[src/rtl/instr_sequencer_pkg.sv]
// Shared definitions for the instruction sequencer.
// Contents: opcode constants, shared-bus source select codes and the
// sequencer state encoding used by instr_sequencer.
package instr_sequencer_pkg;

    // Opcodes (instruction bits [15:12])
    localparam logic [3:0] OP_MV  = 4'b0000;
    localparam logic [3:0] OP_ADD = 4'b0001;
    localparam logic [3:0] OP_SUB = 4'b0010;
    localparam logic [3:0] OP_OUT = 4'b1000;
    localparam logic [3:0] OP_LDI = 4'b1010;

    // Bus source select codes; 0..3 select reg[n] directly
    localparam logic [2:0] SEL_IMM  = 3'd4;
    localparam logic [2:0] SEL_G    = 3'd5;
    localparam logic [2:0] SEL_NONE = 3'd7;

    typedef enum logic [1:0] {
        ST_IDLE = 2'd0,
        ST_T1   = 2'd1,
        ST_T2   = 2'd2,
        ST_T3   = 2'd3
    } seq_state_t;

endpackage

[src/rtl/instr_fifo.sv]
// Small instruction queue (synchronous FIFO, no bypass).
// Ports:
//   clock, reset   rising-edge clock, asynchronous active-high reset
//   push, din      write din when push and not full
//   pop            drop the head entry when pop and not empty
//   dout           head entry (combinational read of the head slot)
//   full, empty    occupancy flags
// Simultaneous push and pop keep the count unchanged. DEPTH must be a
// power of two so the pointers wrap naturally.
module instr_fifo #(
    parameter int WIDTH = 16,
    parameter int DEPTH = 2
) (
    input  logic             clock,
    input  logic             reset,
    input  logic             push,
    input  logic             pop,
    input  logic [WIDTH-1:0] din,
    output logic [WIDTH-1:0] dout,
    output logic             full,
    output logic             empty
);

    localparam int AW = (DEPTH > 1) ? $clog2(DEPTH) : 1;

    logic [WIDTH-1:0] mem [DEPTH];
    logic [AW-1:0]    wr_ptr;
    logic [AW-1:0]    rd_ptr;
    logic [AW:0]      count;
    logic             do_push;
    logic             do_pop;

    assign full    = (count == (AW+1)'(DEPTH));
    assign empty   = (count == '0);
    assign do_push = push & ~full;
    assign do_pop  = pop & ~empty;
    assign dout    = mem[rd_ptr];

    // Storage needs no reset: contents are only read when count says valid.
    always_ff @(posedge clock) begin
        if (do_push) begin
            mem[wr_ptr] <= din;
        end
    end

    always_ff @(posedge clock or posedge reset) begin
        if (reset) begin
            wr_ptr <= '0;
            rd_ptr <= '0;
            count  <= '0;
        end else begin
            if (do_push) begin
                wr_ptr <= wr_ptr + 1'b1;
            end
            if (do_pop) begin
                rd_ptr <= rd_ptr + 1'b1;
            end
            case ({do_push, do_pop})
                2'b10:   count <= count + 1'b1;
                2'b01:   count <= count - 1'b1;
                default: count <= count;
            endcase
        end
    end

endmodule

[src/rtl/instr_sequencer.sv]
// Multi-cycle control sequencer for the 16-bit register/ALU/bus datapath.
// Instruction words enter through a valid/ready port into a DEPTH-entry
// queue; each one is decoded into one micro-step per clock.
// Ports:
//   clock, reset     rising-edge clock, asynchronous active-high reset
//   iin, iin_valid   instruction word and its valid qualifier
//   iin_ready        queue can accept a word
//   reg_in           one-hot register write enable (bus -> reg)
//   bus_sel          0..3 reg[n], 4 immediate, 5 G, 7 nothing
//   imm              zero-extended immediate, nonzero only when bus_sel==4
//   a_in, g_in       load ALU A from bus / load G with A op bus
//   alu_sub          0 add, 1 subtract (with g_in)
//   out_en           capture bus to output port
//   done, illegal    final micro-step pulse; illegal marks an unknown opcode
//   busy             sequencer not in IDLE
//   state_dbg        current FSM state
// Handshake: a word transfers on a rising edge where iin_valid and
// iin_ready are both high; iin_ready depends only on queue occupancy.
module instr_sequencer
    import instr_sequencer_pkg::*;
#(
    parameter int WIDTH = 16,
    parameter int NREG  = 4,
    parameter int DEPTH = 2
) (
    input  logic             clock,
    input  logic             reset,
    input  logic [WIDTH-1:0] iin,
    input  logic             iin_valid,
    output logic             iin_ready,
    output logic [NREG-1:0]  reg_in,
    output logic [2:0]       bus_sel,
    output logic [WIDTH-1:0] imm,
    output logic             a_in,
    output logic             g_in,
    output logic             alu_sub,
    output logic             out_en,
    output logic             done,
    output logic             illegal,
    output logic             busy,
    output logic [1:0]       state_dbg
);

    seq_state_t       state, state_next;
    logic [WIDTH-1:0] ir;
    logic [WIDTH-1:0] fifo_dout;
    logic             fifo_full;
    logic             fifo_empty;
    logic             fifo_pop;
    logic             last_step;

    logic [3:0] op;
    logic [1:0] rx;
    logic [1:0] ry;

    assign op = ir[15:12];
    assign rx = ir[11:10];
    assign ry = ir[9:8];

    assign iin_ready = ~fifo_full;
    assign busy      = (state != ST_IDLE);
    assign state_dbg = state;

    instr_fifo #(
        .WIDTH (WIDTH),
        .DEPTH (DEPTH)
    ) u_fifo (
        .clock (clock),
        .reset (reset),
        .push  (iin_valid),
        .pop   (fifo_pop),
        .din   (iin),
        .dout  (fifo_dout),
        .full  (fifo_full),
        .empty (fifo_empty)
    );

    // Fetch from IDLE, or chain straight into the next instruction on the
    // final micro-step so back-to-back instructions have no bubble.
    assign fifo_pop = ((state == ST_IDLE) || last_step) && !fifo_empty;

    always_ff @(posedge clock or posedge reset) begin
        if (reset) begin
            state <= ST_IDLE;
            ir    <= '0;
        end else begin
            state <= state_next;
            if (fifo_pop) begin
                ir <= fifo_dout;
            end
        end
    end

    // Moore decode: outputs depend only on state and IR.
    always_comb begin
        state_next = state;
        last_step  = 1'b0;
        reg_in     = '0;
        bus_sel    = SEL_NONE;
        imm        = '0;
        a_in       = 1'b0;
        g_in       = 1'b0;
        alu_sub    = 1'b0;
        out_en     = 1'b0;
        done       = 1'b0;
        illegal    = 1'b0;
        case (state)
            ST_IDLE: begin
            end
            ST_T1: begin
                case (op)
                    OP_LDI: begin
                        bus_sel    = SEL_IMM;
                        imm        = {{(WIDTH-10){1'b0}}, ir[9:0]};
                        reg_in[rx] = 1'b1;
                        done       = 1'b1;
                        last_step  = 1'b1;
                    end
                    OP_MV: begin
                        bus_sel    = {1'b0, ry};
                        reg_in[rx] = 1'b1;
                        done       = 1'b1;
                        last_step  = 1'b1;
                    end
                    OP_OUT: begin
                        bus_sel   = {1'b0, rx};
                        out_en    = 1'b1;
                        done      = 1'b1;
                        last_step = 1'b1;
                    end
                    OP_ADD, OP_SUB: begin
                        bus_sel    = {1'b0, rx};
                        a_in       = 1'b1;
                        state_next = ST_T2;
                    end
                    default: begin
                        done      = 1'b1;
                        illegal   = 1'b1;
                        last_step = 1'b1;
                    end
                endcase
            end
            ST_T2: begin
                bus_sel    = {1'b0, ry};
                g_in       = 1'b1;
                alu_sub    = (op == OP_SUB);
                state_next = ST_T3;
            end
            ST_T3: begin
                bus_sel    = SEL_G;
                reg_in[rx] = 1'b1;
                done       = 1'b1;
                last_step  = 1'b1;
            end
            default: begin
                state_next = ST_IDLE;
            end
        endcase

        if (fifo_pop) begin
            state_next = ST_T1;
        end else if (last_step) begin
            state_next = ST_IDLE;
        end
    end

endmodule

[config.mk]
export PLATFORM = sky130hd
export DESIGN_NAME = instr_sequencer
export DESIGN_NICKNAME = d
export VERILOG_FILES = /design/src/rtl/instr_sequencer_pkg.sv /design/src/rtl/instr_fifo.sv /design/src/rtl/instr_sequencer.sv
export SDC_FILE = /design/constraint.sdc
export NUM_CORES = 1
export LEC_CHECK = 0
export CORE_ASPECT_RATIO = 1.1
export CORE_MARGIN = 1
export CORE_UTILIZATION = 34
export DETAILED_ROUTE_END_ITERATION = 16
export PLACE_DENSITY_LB_ADDON = 0.25
export SKIP_CTS_REPAIR_TIMING = 1
export SYNTH_ARGS = -nofsm -noshare
export SYNTH_HDL_FRONTEND = slang
export SYNTH_HIERARCHICAL = 1
export SYNTH_SLANG_ARGS = --single-unit
[constraint.sdc]
create_clock -name clock -period 3.2 [get_ports clock]
set_input_delay 0.96 -clock clock [delete_from_list [all_inputs] [get_ports clock]]
set_output_delay 0.96 -clock clock [all_outputs]
set_load 0.02 [all_outputs]
==> results of run 1 <==
-- sequential cells by signal, summed over array words and instances (netlist names) --
signal,cells
u_fifo/wr_ptr,1
state_dbg,2
u_fifo/count,2
u_fifo/rd_ptr,1
ir,16
u_fifo/mem,32
-- area by class of cell --
class / instances / area share
Clock buffer: 6 / 0.0256
Clock inverter: 2 / 0.00505
Inverter: 10 / 0.0116
Multi-Input combinational cell: 107 / 0.292
Sequential cell: 54 / 0.469
Tap cell: 85 / 0.0330
Timing Repair Buffer: 50 / 0.164
-- critical path: stages, from the launching register on --
cell                              delay [ns]
sky130_fd_sc_hd__dfrtp_1                0.39
sky130_fd_sc_hd__buf_4                  0.15
sky130_fd_sc_hd__ha_1                   0.22
sky130_fd_sc_hd__or3_1                  0.31
sky130_fd_sc_hd__o22a_2                 0.24
sky130_fd_sc_hd__clkdlybuf4s50_1        0.55
-- metrics by stage --
stage	hold slack [ns]	utilization
2_1_floorplan	0.460	-
3_3_place_gp	0.476	0.429
3_5_place_dp	0.486	0.429
4_1_cts	0.505	0.443
5_1_grt	0.522	0.450
6_report	0.503	0.450
-- metal layers --
layer | wire length (um) | track usage | vias up
li1 | - | - | 716
met1 | 1970 | 0.152 | 726
met2 | 2180 | 0.197 | 32
met3 | 143 | 0.0274 | 7
met4 | 93 | 0.0593 | 0
met5 | 0 | 0 | -
-- cells in the final DEF, fill, tap and decap left out, drive strengths merged, types with 4 or more instances in the layout --
master and n:
xnor2 4, dfrtp 22, dlymetal6s2s 16, nor2 8, clkbuf 6, nor3 4
inv 11, mux2 33, conb 6, ha 6, clkdlybuf4s50 29, edfxtp 32
o21ai 5, buf 5, and2 10, xor2 4
-- power by group --
part           switching, mW  internal, mW  total [mW]
logic                  0.698         0.880        1.58
registers              0.234          1.00        1.24
clock network          0.220         0.178       0.399
-- path summary, 6_finish.rpt --
| path | startpoint | end | slack, ns |
|---|---|---|---|
| max | state_dbg[1] | done | 0.08 |
| min | u_fifo/wr_ptr | u_fifo/wr_ptr | 0.50 |
| max reg2reg | state_dbg[1] | u_fifo/count[1] | 0.88 |
| min reg2reg | u_fifo/wr_ptr | u_fifo/wr_ptr | 0.50 |
| max in group asynchronous | reset | ir[10] | 1.60 |
| min in group asynchronous | reset | u_fifo/rd_ptr | 0.85 |
-- logic make-up (layout without fill, tap and decap cells) --
logic type	after synthesis	in the layout
AO/OA/AOI/OAI	16	16
XOR/XNOR	8	8
adder cells (fa/ha/maj)	6	6
buffers and inverters	23	68
flip-flops	54	54
multiplexers	33	33
other	1	6
AND/OR/NAND/NOR	38	38
==> impl_summary.txt, run 1 <==
----------------------------------------------------
[Min path]
  Class of the worst hold path ... reg -> reg
  Hold path depth ... 1

[Setup path]
  Worst Setup Start Kind ... flop
  Endpoint required time on the critical path ... 2.24 ns
  Data arrival time at the worst-slack endpoint ... 2.16 ns
  Critical Path End Type ... output pin
  Worst r2r path cells ... 9
  Maximum net fanout on the critical path ... 5
  CP Class ... reg -> out

[Placed design]
  Area post-placement ... 3070 um^2
  Number of buffer cells added on primary ports ... 45
  Post-DP HPWL ... 3040 um
  Routability congestion estimate ... 0.727
  Worst slack at placement ... 0.203 ns
  Number of cells in the design after placement ... 306

[Route]
  Number of DRC violations after detailed-routing iteration 0 ... 52
  Total Routed Length ... 4390 um
  First-pass DRT Iterations ... 4
  Post-DR vias/cell ... 4.72
  Residual DRC count ... 0
  Average detailed-routed wire length per instance ... 14.0 um
  Count of nets left with antenna violations after detail routing ... 0
  Vias ... 1481

[Layout]
  Fill cell count ... 653
  Area of the multi-input gates ... 941 um^2
  Area overhead of the layout relative to synthesis ... 24.9%
  Final-stage net count ... 253
  Finished Cell Area ... 3220 um^2
  Count of non-filler cells in the finished layout ... 314
  Sequential standard cell area ... 1510 um^2
  Antenna diode count ... 0
  Share of post-route cells with drive strength above 1 ... 0.218

[Timing]
  Worst clock skew ... 0.00761 ns
  Worst slew pin tran ... 0.892 ns
  Final critical delay including setup and external delays ... 3.12 ns
  Fmax ... 320 MHz
  Max-slew violation total from the final report ... 0
  Final count of negative-setup-slack endpoints ... 0
  Total count of hold-check failures in the final report ... 0
  Max_slew headroom ... 0.406
  RSZ-0062 raised after global routing ... no
  Tcrit/Tclk final ... 0.975
  Final total negative setup slack ... 0 ns
  Slack of the critical path ... 0.0795 ns

[Pwr]
  Total power draw ... 3.21 mW
  Leakage power summed over all cells ... 1.53 nW
  Power density over the cells ... 997 nW/um^2
  Worst-case vdd ir drop ... 0.298 mV

[Yosys]
  Synthesized area per cell ... 14.4 um^2
  Most instantiated cells after synthesis ... sky130_fd_sc_hd__edfxtp_1, sky130_fd_sc_hd__dfrtp_1, sky130_fd_sc_hd__mux2_4
  Sequential area share after synthesis ... 0.586
  Top flip-flop cell by instance count after synthesis ... sky130_fd_sc_hd__edfxtp_1
  Multiplexer share of the synthesized area ... 0.170
  Fraction of registers with async set/reset ... 0.407
  Fraction of the mapped netlist area in adder cells ... 0.0291
  Cell taking the most area after synthesis ... sky130_fd_sc_hd__edfxtp_1
  Number of distinct library cell variants in the gate-level netlist after synthesis ... 36
  Complex-gate fraction of the synthesized area ... 0.0417
  Number of enable flip-flop cells after synthesis ... 32
  Leading post-synthesis cells by cell area ... sky130_fd_sc_hd__edfxtp_1, sky130_fd_sc_hd__dfrtp_1, sky130_fd_sc_hd__mux2_4, sky130_fd_sc_hd__mux2_2, sky130_fd_sc_hd__ha_1
  Mapped cell area ... 2580 um^2
  Most frequent cell after synthesis ... sky130_fd_sc_hd__edfxtp_1
  Number of standard cells after synthesis ... 179
  Share of Yosys cell area claimed by the top area cell type ... 0.372
  Combinational family with the most area after synthesis ... multiplexers
  Simple logic cell fraction of the synthesized area ... 0.0839
  Yosys warning total ... 6
  XOR/XNOR share of the synthesized area ... 0.0271
  Flip-flop and latch count after synthesis ... 54

[Floorplanning]
  Effective utilization at floorplan ... 0.360
  Die Y ... 93.4 um
  Number of placed I/O pins ... 52
  Area of the die ... 7940 um^2
  Number of placement rows ... 32
  Die width ... 85.1 um
  Area of the core ... 7170 um^2

[Global routing]
  Tot GR Track Use ... 0.121
  Largest net degree at the start of global routing ... 19
  Global route overflow ... 0
  Vias in the first global route ... 1428
  Initial antenna violation count ... 0
  First-pass GRT wire length ... 7230 um

[Job]
  Maximum capacitance violations ... 0

[Status]
  Status ... finished, final reports clean

[Clock network]
  CTS tree ... done
  Clock Root Buffer ... sky130_fd_sc_hd__clkbuf_8
  TritonCTS buffer count ... 5
  Clock-pin slew reported for the worst setup and hold paths after clock tree synthesis ... 0.10 ns
  Number of H-tree levels ... 2
  Bufs on Longest Clock Path ... 2
  Sinks on Clock Net ... 54
  Clock latency of the later-clocked register in the worst-skew pair ... 0.30 ns

----------------------------------------------------
Note: power is estimated with default switching activity, not from simulation.
==> run 2: changes to the inputs <==
CTS_CLUSTER_DIAMETER = 120   (was not set)
clock period = 3.8 ns   (was 3.2 ns; I/O delays follow)
==> run 2 against run 1 <==
Compared with the run above: die area unchanged; global-route usage about the same; clock power decreased by 16%; clock skew about the same; critical path type unchanged; highest routed layer unchanged.
==> impl_summary.txt, run 2 (synthesis results as in run 1) <==
----------------------------------------------------
[Floorplanning]
  Number of placed I/O pins ... 52 (unchanged)
  Area of the core ... 7170 um^2 (unchanged)
  Area of the die ... 7940 um^2 (unchanged)
  Die Y ... 93.4 um (unchanged)
  Die width ... 85.1 um (unchanged)
  Effective utilization at floorplan ... 0.360 (unchanged)
  Number of placement rows ... 32 (unchanged)

[Placed design]
  Number of buffer cells added on primary ports ... 45 (unchanged)
  Worst slack at placement ... 0.548 ns (+0.345 ns)
  Area post-placement ... 3060 um^2 (-0.49%)
  Post-DP HPWL ... 3110 um (+2.3%)
  Routability congestion estimate ... 0.714 (-1.8%)

[Clock network]
  Clock Root Buffer ... sky130_fd_sc_hd__clkbuf_8
  TritonCTS buffer count ... 5 (unchanged)
  Clock-pin slew reported for the worst setup and hold paths after clock tree synthesis ... 0.09 ns (about the same)
  CTS tree ... done
  Number of H-tree levels ... 2 (unchanged)
  Sinks on Clock Net ... 54 (unchanged)
  Clock latency of the later-clocked register in the worst-skew pair ... 0.30 ns (about the same)
  Bufs on Longest Clock Path ... 2 (unchanged)

[Setup path]
  Critical path's top delay family ... buffers and inverters
  Maximum net fanout on the critical path ... 10 (+5)
  CP Class ... reg -> out
  CP Depth ... 7 (+2)
  Worst r2r path cells ... 9 (unchanged)
  WP buf/inv ... 3 (+1)
  Slowest stage cell, crit path ... sky130_fd_sc_hd__clkdlybuf4s50_1
  Critical Path End Type ... output pin
  Critical-path cell list ... inv_1, ha_1, nand3_1, nor3b_1, buf_4, and2_1, clkdlybuf4s50_1
  Worst Setup Start Kind ... flop
  Maximum single-stage delay on the critical path ... 0.60 ns (+0.05 ns)
  Data arrival time at the worst-slack endpoint ... 2.44 ns (+0.28 ns)
  Endpoint required time on the critical path ... 2.66 ns (+0.42 ns)

[Layout]
  Final-stage net count ... 251 (-0.79%)
  Registers with the most flip-flops ... u_fifo/mem x32, ir x16
  Max FFs per register ... 32 (unchanged)
  Area overhead of the layout relative to synthesis ... 22.6%
  Most flops, register ... u_fifo/mem
  Share of post-route cells with drive strength above 1 ... 0.207 (-0.0113)
  Antenna diode count ... 0 (unchanged)
  Most common cell after layout, fill and taps aside ... sky130_fd_sc_hd__clkdlybuf4s50_1
  Most used cells in the layout excluding fill and tap cells ... sky130_fd_sc_hd__clkdlybuf4s50_1, sky130_fd_sc_hd__edfxtp_1, sky130_fd_sc_hd__dfrtp_1, sky130_fd_sc_hd__mux2_4, sky130_fd_sc_hd__mux2_2
  Finished Cell Area ... 3170 um^2 (-1.8%)

[Timing]
  Slack of the critical path ... 0.222 ns (+0.142 ns)
  Min Hold Slack ... 0.498 ns (-0.00512 ns)
  Worst clock skew ... 0.00755 ns (-0.0000601 ns)
  Final count of negative-setup-slack endpoints ... 0 (unchanged)
  Final total negative setup slack ... 0 ns (unchanged)
  Max-slew violation total from the final report ... 0 (unchanged)
  Tcrit/Tclk final ... 0.942
  Total count of hold-check failures in the final report ... 0 (unchanged)
  Max_slew headroom ... 0.420 (+0.0144)
  Final critical delay including setup and external delays ... 3.58 ns
  Fmax ... 279 MHz
  RSZ-0062 raised after global routing ... no
  Worst slew pin tran ... 0.870 ns (-0.0216 ns)

[Global routing]
  Largest net degree at the start of global routing ... 19 (unchanged)
  Global route overflow ... 0 (unchanged)
  Tot GR Track Use ... 0.121 (about the same)
  Vias in the first global route ... 1478 (+3.5%)
  Initial antenna violation count ... 0 (unchanged)
  First-pass GRT wire length ... 7290 um (+0.76%)

[Route]
  Met1 wire length ... 1930 um (-2.4%)
  Average detailed-routed wire length per instance ... 14.3 um (+1.9%)
  Vias ... 1475 (-0.41%)
  Post-DR vias/cell ... 4.73 (+0.23%)
  Count of nets left with antenna violations after detail routing ... 0 (unchanged)
  Number of DRC violations after detailed-routing iteration 0 ... 70 (+35%)
  Uppermost layer routed ... met4
  Total Routed Length ... 4450 um (+1.2%)
  First-pass DRT Iterations ... 5 (+1)
  Residual DRC count ... 0 (unchanged)
  Total met3 wirelength after detailed routing ... 195 um (+36%)
  Met2 wire length ... 2250 um (+3.2%)

[Min path]
  Hold path depth ... 1 (unchanged)
  Class of the worst hold path ... reg -> reg

[Job]
  Maximum capacitance violations ... 0 (unchanged)

[Status]
  Status ... finished, final reports clean

[Pwr]
  Power density over the cells ... 854 nW/um^2 (-14%)
  Worst-case vdd ir drop ... 0.255 mV (-14%)
  Leakage power summed over all cells ... 1.25 nW (-18%)

----------------------------------------------------
[run 2: path summary, 6_finish.rpt]
path,from,end,slack (ns)
worst max-delay path,state_dbg[1],imm[6],0.22
worst min-delay path,u_fifo/wr_ptr,u_fifo/wr_ptr,0.50
worst max register to register,state_dbg[0],u_fifo/count[1],1.29
worst min register to register,u_fifo/wr_ptr,u_fifo/wr_ptr,0.50
max in group asynchronous,reset,ir[9],2.01
min in group asynchronous,reset,u_fifo/count[1],1.04
[run 2: per-stage QoR]
step / util / instances / power, mW
4_1_cts: 0.441 / 312 / 2.75
3_5_place_dp: 0.427 / 304 / 2.40
5_1_grt: 0.442 / 312 / 2.90
3_3_place_gp: 0.427 / 304 / 2.38
6_report: 0.442 / 312 / 2.70
2_1_floorplan: - / 184 / 2.08
[run 2: metal layers]
layer,vias up,GRT usage
met3,5,0.0256
met1,720,0.138
met2,38,0.216
met4,0,0.0551
li1,712,-
met5,-,0
[run 2: layout make-up]
type	count	area, um^2
Sequential cell	54	1510
Tap cell	85	106
Fill cell	671	4000
Clock inverter	2	16.3
Timing Repair Buffer	48	473
Multi-Input combinational cell	107	938
Clock buffer	6	82.6
Inverter	10	37.5
[run 2: power by group]
| part | internal [mW] | total [mW] | leakage [nW] | switching (mW) |
|---|---|---|---|---|
| logic | 0.737 | 1.32 | 0.649 | 0.582 |
| clock network | 0.150 | 0.336 | 0.0478 | 0.185 |
| registers | 0.847 | 1.05 | 0.555 | 0.203 |
